<file path="src/rtl/ucsbece154b_icache_pkg.sv">
// Shared constants for the instruction cache: FSM state encodings and default geometry.
package ucsbece154b_icache_pkg;

  localparam int unsigned DefNumSets    = 8;
  localparam int unsigned DefBlockWords = 4;

  typedef enum logic [1:0] {
    StIdle = 2'd0,
    StReq  = 2'd1,
    StFill = 2'd2,
    StDone = 2'd3
  } state_e;

endpackage

</file>
<file path="src/rtl/ucsbece154b_icache_way.sv">
// One way of the instruction cache: data, tag and valid arrays, single write port,
// combinational read and hit detection.
module ucsbece154b_icache_way
  import ucsbece154b_icache_pkg::*;
#(
  parameter int unsigned NumSets    = DefNumSets,
  parameter int unsigned BlockWords = DefBlockWords,
  parameter int unsigned SetW       = $clog2(NumSets),
  parameter int unsigned WordW      = $clog2(BlockWords),
  parameter int unsigned TagBits    = 32 - SetW - WordW - 2
) (
  input  logic               clk,
  input  logic               reset,
  input  logic [SetW-1:0]    rd_set_i,
  input  logic [WordW-1:0]   rd_word_i,
  input  logic [TagBits-1:0] rd_tag_i,
  output logic               valid_o,
  output logic               hit_o,
  output logic [31:0]        rdata_o,
  input  logic               wr_en_i,
  input  logic [SetW-1:0]    wr_set_i,
  input  logic [WordW-1:0]   wr_word_i,
  input  logic [31:0]        wr_data_i,
  input  logic               tag_wr_i,
  input  logic [TagBits-1:0] wr_tag_i
);

  logic [31:0]        data_q [NumSets][BlockWords];
  logic [TagBits-1:0] tag_q  [NumSets];
  logic [NumSets-1:0] valid_q;

  // Data and tags carry no reset; only the valid bits decide what is usable.
  always_ff @(posedge clk) begin
    if (wr_en_i) data_q[wr_set_i][wr_word_i] <= wr_data_i;
    if (tag_wr_i) tag_q[wr_set_i] <= wr_tag_i;
  end

  always_ff @(posedge clk) begin
    if (reset) begin
      valid_q <= '0;
    end else if (tag_wr_i) begin
      valid_q[wr_set_i] <= 1'b1;
    end
  end

  assign valid_o = valid_q[rd_set_i];
  assign hit_o   = valid_o && (tag_q[rd_set_i] == rd_tag_i);
  assign rdata_o = data_q[rd_set_i][rd_word_i];

endmodule

</file>
<file path="src/rtl/ucsbece154b_icache.sv">
// Two-way set-associative instruction cache with LRU replacement and a beat-wise
// block refill FSM (IDLE -> REQ -> FILL -> DONE).
module ucsbece154b_icache
  import ucsbece154b_icache_pkg::*;
#(
  parameter int unsigned NUM_SETS    = DefNumSets,
  parameter int unsigned BLOCK_WORDS = DefBlockWords
) (
  input  logic        clk,
  input  logic        reset,
  input  logic        ReadEnable_i,
  input  logic [31:0] PCF_i,
  output logic [31:0] Instruction_o,
  output logic        Ready_o,
  output logic        MemReadRequest_o,
  output logic [31:0] MemReadAddress_o,
  input  logic        MemDataReady_i,
  input  logic [31:0] MemDataIn_i
);

  localparam int unsigned WordW   = $clog2(BLOCK_WORDS);
  localparam int unsigned SetW    = $clog2(NUM_SETS);
  localparam int unsigned OffW    = WordW + 2;
  localparam int unsigned TagBits = 32 - SetW - OffW;

  state_e              state_q, state_d;
  logic [31:0]         miss_addr_q, miss_addr_d;
  logic [WordW-1:0]    cnt_q, cnt_d;
  logic                victim_q, victim_d;
  logic [NUM_SETS-1:0] lru_q, lru_d;

  logic [SetW-1:0]    pc_set, miss_set;
  logic [WordW-1:0]   pc_word;
  logic [TagBits-1:0] pc_tag, miss_tag;
  logic [1:0]         hit, valid, wr_en;
  logic [31:0]        rdata [2];
  logic               fill_we, fill_last;

  assign pc_set   = PCF_i[OffW +: SetW];
  assign pc_word  = PCF_i[2 +: WordW];
  assign pc_tag   = PCF_i[31 -: TagBits];
  assign miss_set = miss_addr_q[OffW +: SetW];
  assign miss_tag = miss_addr_q[31 -: TagBits];

  // Refill writes are suppressed while reset is high so an abandoned fill leaves no trace.
  assign wr_en[0] = fill_we && !reset && !victim_q;
  assign wr_en[1] = fill_we && !reset && victim_q;

  for (genvar w = 0; w < 2; w++) begin : g_way
    ucsbece154b_icache_way #(
      .NumSets   (NUM_SETS),
      .BlockWords(BLOCK_WORDS)
    ) u_way (
      .clk      (clk),
      .reset    (reset),
      .rd_set_i (pc_set),
      .rd_word_i(pc_word),
      .rd_tag_i (pc_tag),
      .valid_o  (valid[w]),
      .hit_o    (hit[w]),
      .rdata_o  (rdata[w]),
      .wr_en_i  (wr_en[w]),
      .wr_set_i (miss_set),
      .wr_word_i(cnt_q),
      .wr_data_i(MemDataIn_i),
      .tag_wr_i (wr_en[w] && fill_last),
      .wr_tag_i (miss_tag)
    );
  end

  assign Instruction_o    = hit[0] ? rdata[0] : (hit[1] ? rdata[1] : 32'h0);
  assign MemReadAddress_o = {miss_addr_q[31:OffW], {OffW{1'b0}}};

  always_comb begin
    state_d          = state_q;
    miss_addr_d      = miss_addr_q;
    cnt_d            = cnt_q;
    victim_d         = victim_q;
    lru_d            = lru_q;
    Ready_o          = 1'b0;
    MemReadRequest_o = 1'b0;
    fill_we          = 1'b0;
    fill_last        = 1'b0;
    unique case (state_q)
      StIdle: begin
        if (!ReadEnable_i) begin
          Ready_o = 1'b1;
        end else if (|hit) begin
          Ready_o       = 1'b1;
          lru_d[pc_set] = !hit[1];
        end else begin
          miss_addr_d = PCF_i;
          // Prefer an empty way; otherwise evict the way the LRU bit points at.
          victim_d    = !valid[0] ? 1'b0 : (!valid[1] ? 1'b1 : lru_q[pc_set]);
          state_d     = StReq;
        end
      end
      StReq: begin
        MemReadRequest_o = 1'b1;
        cnt_d            = '0;
        state_d          = StFill;
      end
      StFill: begin
        if (MemDataReady_i) begin
          fill_we = 1'b1;
          cnt_d   = cnt_q + WordW'(1);
          if (cnt_q == WordW'(BLOCK_WORDS - 1)) begin
            fill_last       = 1'b1;
            lru_d[miss_set] = !victim_q;
            state_d         = StDone;
          end
        end
      end
      StDone: begin
        Ready_o = ReadEnable_i && (PCF_i == miss_addr_q);
        state_d = StIdle;
      end
      default: state_d = StIdle;
    endcase
  end

  always_ff @(posedge clk) begin
    if (reset) begin
      state_q     <= StIdle;
      miss_addr_q <= '0;
      cnt_q       <= '0;
      victim_q    <= 1'b0;
      lru_q       <= '0;
    end else begin
      state_q     <= state_d;
      miss_addr_q <= miss_addr_d;
      cnt_q       <= cnt_d;
      victim_q    <= victim_d;
      lru_q       <= lru_d;
    end
  end

endmodule
</file>
<file path="config.mk">
export PLATFORM = sky130hd
export DESIGN_NAME = ucsbece154b_icache
export DESIGN_NICKNAME = d
export VERILOG_FILES = /design/src/rtl/ucsbece154b_icache_pkg.sv /design/src/rtl/ucsbece154b_icache_way.sv /design/src/rtl/ucsbece154b_icache.sv
export SDC_FILE = /design/constraint.sdc
export NUM_CORES = 2
export LEC_CHECK = 0
export ABC_AREA = 1
export ABC_CLOCK_PERIOD_IN_PS = 3700
export BUFFER_PORTS_ARGS = -buffer_cell sky130_fd_sc_hd__buf_2
export CAP_MARGIN = 20
export CORE_MARGIN = 1
export CORE_UTILIZATION = 39
export CTS_CLUSTER_DIAMETER = 150
export DETAILED_ROUTE_END_ITERATION = 6
export PLACE_DENSITY = 0.61
export SYNTH_ARGS = -nofsm -noshare
export SYNTH_HDL_FRONTEND = slang
export SYNTH_SLANG_ARGS = --single-unit
</file>
<file path="constraint.sdc">
create_clock -name clk -period 3.7 [get_ports clk]
set_input_delay 0.185 -clock clk [delete_from_list [all_inputs] [get_ports clk]]
set_output_delay 0.185 -clock clk [all_outputs]
set_load 0.01 [all_outputs]
</file>
==> results summary <==
Dividing the detail-routed wire length by the instance count gives 27.87 um. 134 I/O pins were placed. The async set-reset flop share out of synthesis is 0.

Setup repair after global routing could not meet its margin everywhere. The worst hold path terminates at miss_addr_q[5]. In this run the cell area of the synthesized design comes to 95960 um^2. The library cell used most frequently in the layout, excluding fill and tap cells, is sky130_fd_sc_hd__edfxtp_1.

The first TritonRoute pass finished after 6 iterations. In the global route stage, overall resource usage came out at 0.2339. The slew at the pin closest to its max-slew limit is 1.141 ns.

The largest buffer count on any clock path is 3. The number of placed instances with taps included is 10110. The height of the die is 498.0 um.

The number of violations of the max-capacitance limit came out at 0. The critical path startpoint category is a register. Dividing the final minimum period by the clock period gives 0.9779. For this run, the number of Yosys warnings is 0. The number of vias per cell after detailed routing came out at 5.755.

The chip width is 498.0 um. The final-report max-slew violation count is 0. The growth of design area from synthesis to finish came out at 17.19%.

After the last flow step, the layout net total stands at 7311. Setup violations remaining at the end of the flow were counted as 0. The post-detailed-route count of antenna-violating nets is 0. The static leakage power came out at 0.03819 uW. The share of total power dissipated in sequential elements is 0.536. The placed wire-length estimate after detailed placement came out at 170900 um.

The final wirelength came out at 296400 um. The share of synthesized cell area in full adder, half adder and majority cells came out at 0.001043. The floorplan has 181 rows. For this design the total switching power over the nets is 14060 uW. The mux contribution to synthesized area came out at 0.

The total CTS buffers came out at 227. The compound-gate portion of the synthesized area came out at 0.08633. Routability-driven placement finished with a final weighted congestion of 0.9010.

The clock network latency to the later pin of the worst-skew pair is 0.89 ns. After the first detailed-routing iteration, the DRC count stood at 7849. The total area of multi-input combinational cells is 18830 um^2.

The post-CTS clock slew at the launch and capture registers of the worst setup and hold paths came out at 0.06 ns. The vias after detailed routing came out at 61197. The relative slew slack is 0.2384. The internal power consumption is 45550 uW. The worst register-to-register path ends at g_way[1].u_way.tag_q[6][6]. The number of register bits inferred by synthesis is 2509.

The worst hold slack after final layout came out at 0.07854 ns. The via count of the first global-routing pass came out at 58664. The die outline area came out at 248000 um^2. In this run the cell area measured after placement is 103700 um^2. The number of hold violations in the final report came out at 0.

In this run the worst path has a maximum fanout of 6. The register area came out at 74740 um^2. The worst-case vdd ir drop came out at 0.5146 mV. The minimum clock period came out at 3.618 ns. The post-detailed-route DRC marker count is 0.

The switching power share of the total is 0.2359. In the final layout, the share of cells above drive strength 1 is 0.1449. The first global-routing pass estimated 421600 um of wire.

Port buffering added 129 buffers. Averaged over all synthesized cells, the footprint is 14.10 um^2. In this run the worst hold path is classified as primary input to register. The XOR/XNOR share of the synthesized area came out at 0.001460. For this run, the leading register cell type out of synthesis is sky130_fd_sc_hd__edfxtp_1. The worst register-to-register path begins at state_q[0]. STA classifies the critical path endpoint as a primary output. The relative contribution of combinational cells to total power came out at 0.075. The largest total area in the synthesized netlist belongs to sky130_fd_sc_hd__edfxtp_1. The total negative slack came out at 0 ns. Leaving out fill and tap cells, the most frequent cells in the layout are sky130_fd_sc_hd__edfxtp_1, sky130_fd_sc_hd__nand2_1, sky130_fd_sc_hd__nor2_1.

The total number of clock tree sinks is 2509. The H-tree was split into 4 levels. The filler cell count is 21056. The setup slack of the worst register-to-register path is 0.56 ns. The flow ran to the end, and the final reports show no timing, DRC or antenna violations. The clock tree skew after final layout is 0.07633 ns.

The number of standard cells in the layout, taps in and fillers out is 10634. The remaining global-route overflow came out at 0. The worst path required time is 3.51 ns.

The number of distinct library cell variants in the gate-level netlist after synthesis came out at 50. The buffer cell driving the clock tree root is sky130_fd_sc_hd__clkbuf_16. Entering global routing, the biggest net connects 72 pins. Data on the critical path arrives at its endpoint at 3.43 ns. The fraction of power consumed by the clock network came out at 0.389.

The top achievable clock speed is 276.4 MHz. The proportion of netlist area held by the largest area contributor came out at 0.7660. Power comes to 59610 uW. The worst-case reg-to-reg path depth is 9. Yosys mapped a number of flops with a built-in enable equal to 2448. Of the total synthesized cell area, the portion taken by AND, OR, NAND and NOR gates is 0.09797.

TritonCTS built the clock tree. The initial antenna violation count came out at 17. The worst hold path begins at PCF_i[5]. Synthesis produced 6805 cells. The sequential fraction of the synthesis area is 0.7788. The path type of the worst setup path is register to primary output. By area, the combinational part of the netlist is dominated by simple AND/OR/NAND/NOR gates.

Sorting the synthesized cells by area gives the leading types as sky130_fd_sc_hd__edfxtp_1, sky130_fd_sc_hd__nand2_1, sky130_fd_sc_hd__o22ai_1, sky130_fd_sc_hd__nor2_1, sky130_fd_sc_hd__inv_1. The number of stages on the worst hold path is 4. The power per cell area came out at 530.1 nW/um^2. The total non-filler cell area in the finished layout came out at 112500 um^2. The region available for standard cell placement spans 243900 um^2. The effective utilization at floorplan came out at 0.3934.
-- critical path: stages (launching register included) --
cell,delay (ns)
sky130_fd_sc_hd__edfxtp_1,0.36
sky130_fd_sc_hd__or2_2,0.30
sky130_fd_sc_hd__nand2_1,0.08
sky130_fd_sc_hd__nand2_1,0.09
sky130_fd_sc_hd__o21ai_1,0.21
sky130_fd_sc_hd__nand2_1,0.08
sky130_fd_sc_hd__nor3b_1,0.29
sky130_fd_sc_hd__nand4_1,0.21
sky130_fd_sc_hd__nor2_4,0.17
sky130_fd_sc_hd__buf_12,0.18
sky130_fd_sc_hd__buf_16,0.18
sky130_fd_sc_hd__buf_4,0.14
sky130_fd_sc_hd__nand3_2,0.05
sky130_fd_sc_hd__nand2_1,0.10
sky130_fd_sc_hd__buf_2,0.13
-- area by class of cell --
type                       count  share of cell area
timing repair buffer         599             0.05289
sequential                  2509              0.6646
clock buffer                 298             0.05368
clock inverter               122             0.01119
antenna                        6           0.0001335
inverter                     423             0.01444
tap                         3202             0.03563
multi-input combinational   3475              0.1674
-- power groups by stage --
stage          combinational [uW]  sequential, uW  clock (uW)
2_1_floorplan                1920           32500           0
3_3_place_gp                 4170           32600           0
3_5_place_dp                 4250           32600           0
4_1_cts                      4340           32000       23400
5_1_grt                      4720           32000       24400
6_report                     4470           32000       23200
-- worst max-delay path by stage --
| stage | startpoint | slack, ns | cells past startpoint | to |
|---|---|---|---|---|
| 5_1_grt | g_way[0].u_way.tag_q[2][1] | -0.02 | 17 | Instruction_o[16] |
| 6_report | g_way[1].u_way.tag_q[3][13] | 0.08 | 14 | Instruction_o[8] |
| 4_1_cts | g_way[0].u_way.tag_q[3][18] | 0.004 | 15 | Instruction_o[16] |
| 2_1_floorplan | state_q[0] | 0.57 | 9 | g_way[0].u_way.data_q[0][0] |
| 3_3_place_gp | PCF_i[4] | 0.15 | 17 | Instruction_o[21] |
| 3_5_place_dp | PCF_i[4] | 0.12 | 17 | Instruction_o[7] |
-- flip-flops by register name (all words and copies together), names as in the netlist --
| name | count |
|---|---|
| g_way.u_way.tag_q | 400 |
| g_way.u_way.valid_q | 16 |
| cnt_q | 2 |
| miss_addr_q | 32 |
| state_q | 2 |
| g_way.u_way.data_q | 2048 |
| lru_q | 8 |
| victim_q | 1 |
-- kinds of logic (layout without fill, tap and decap cells) --
kind of cell               after synthesis  in the layout
DFF                                   2509           2509
other                                    1             10
AOI/OAI and AO/OA                     1216           1216
xor gates and xnor gates                16             16
buffers and inverters                  824           1442
adders and majority gates                8              8
and+or+nand+nor                       2231           2231
-- metrics by stage --
stage          setup slack (ns)  utilization
2_1_floorplan            0.5724            -
3_3_place_gp             0.1531       0.4248
3_5_place_dp             0.1189       0.4251
4_1_cts                0.003736       0.4583
5_1_grt                -0.02036       0.4610
6_report                0.08170       0.4611
-- synthesized netlist by cell type (2+ instances only) --
cell	instances
sky130_fd_sc_hd__ha_1	8
sky130_fd_sc_hd__o41ai_1	36
sky130_fd_sc_hd__nand3b_1	9
sky130_fd_sc_hd__inv_2	8
sky130_fd_sc_hd__nor3_1	53
sky130_fd_sc_hd__buf_4	35
sky130_fd_sc_hd__xor2_1	11
sky130_fd_sc_hd__a221oi_1	148
sky130_fd_sc_hd__o211ai_1	94
sky130_fd_sc_hd__a22oi_1	68
sky130_fd_sc_hd__o21ai_0	262
sky130_fd_sc_hd__nor3b_1	10
sky130_fd_sc_hd__inv_1	414
sky130_fd_sc_hd__a2111oi_0	3
sky130_fd_sc_hd__buf_2	61
sky130_fd_sc_hd__o22ai_1	341
sky130_fd_sc_hd__or2_2	81
sky130_fd_sc_hd__a32o_1	10
sky130_fd_sc_hd__a211oi_1	12
sky130_fd_sc_hd__a31oi_1	2
sky130_fd_sc_hd__edfxtp_1	2448
sky130_fd_sc_hd__o221ai_1	41
sky130_fd_sc_hd__clkbuf_1	267
sky130_fd_sc_hd__nor4_1	39
sky130_fd_sc_hd__xnor2_1	5
sky130_fd_sc_hd__o22a_1	36
sky130_fd_sc_hd__nand2_1	1170
sky130_fd_sc_hd__dfxtp_1	61
sky130_fd_sc_hd__nor2_1	530
sky130_fd_sc_hd__o2111ai_1	29
sky130_fd_sc_hd__nand3_1	214
sky130_fd_sc_hd__a22o_1	26
sky130_fd_sc_hd__a21oi_1	67
sky130_fd_sc_hd__o21bai_1	2
sky130_fd_sc_hd__o2111a_1	3
sky130_fd_sc_hd__o21ai_1	19
sky130_fd_sc_hd__o2bb2ai_1	12
sky130_fd_sc_hd__buf_1	38
sky130_fd_sc_hd__nand4_1	121
-- routing by layer --
metal | global-route usage | share of wire | vias up
met2 | 0.3780 | 0.47 | 3374
met4 | 0.07964 | 0.038 | 0
met1 | 0.3200 | 0.39 | 31091
li1 | - | - | 26222
met5 | 0 | 0 | -
met3 | 0.03857 | 0.099 | 510
-- what timing repair did --
item,CTS,global route
pin swaps,9,20
buffers inserted,10,3
resized for setup,31,50
hold buffers,53,15
endpoints found under the hold margin,558,718
setup endpoints to repair,33,33
cloned,2,2
Note: power is estimated with default switching activity, not from simulation.
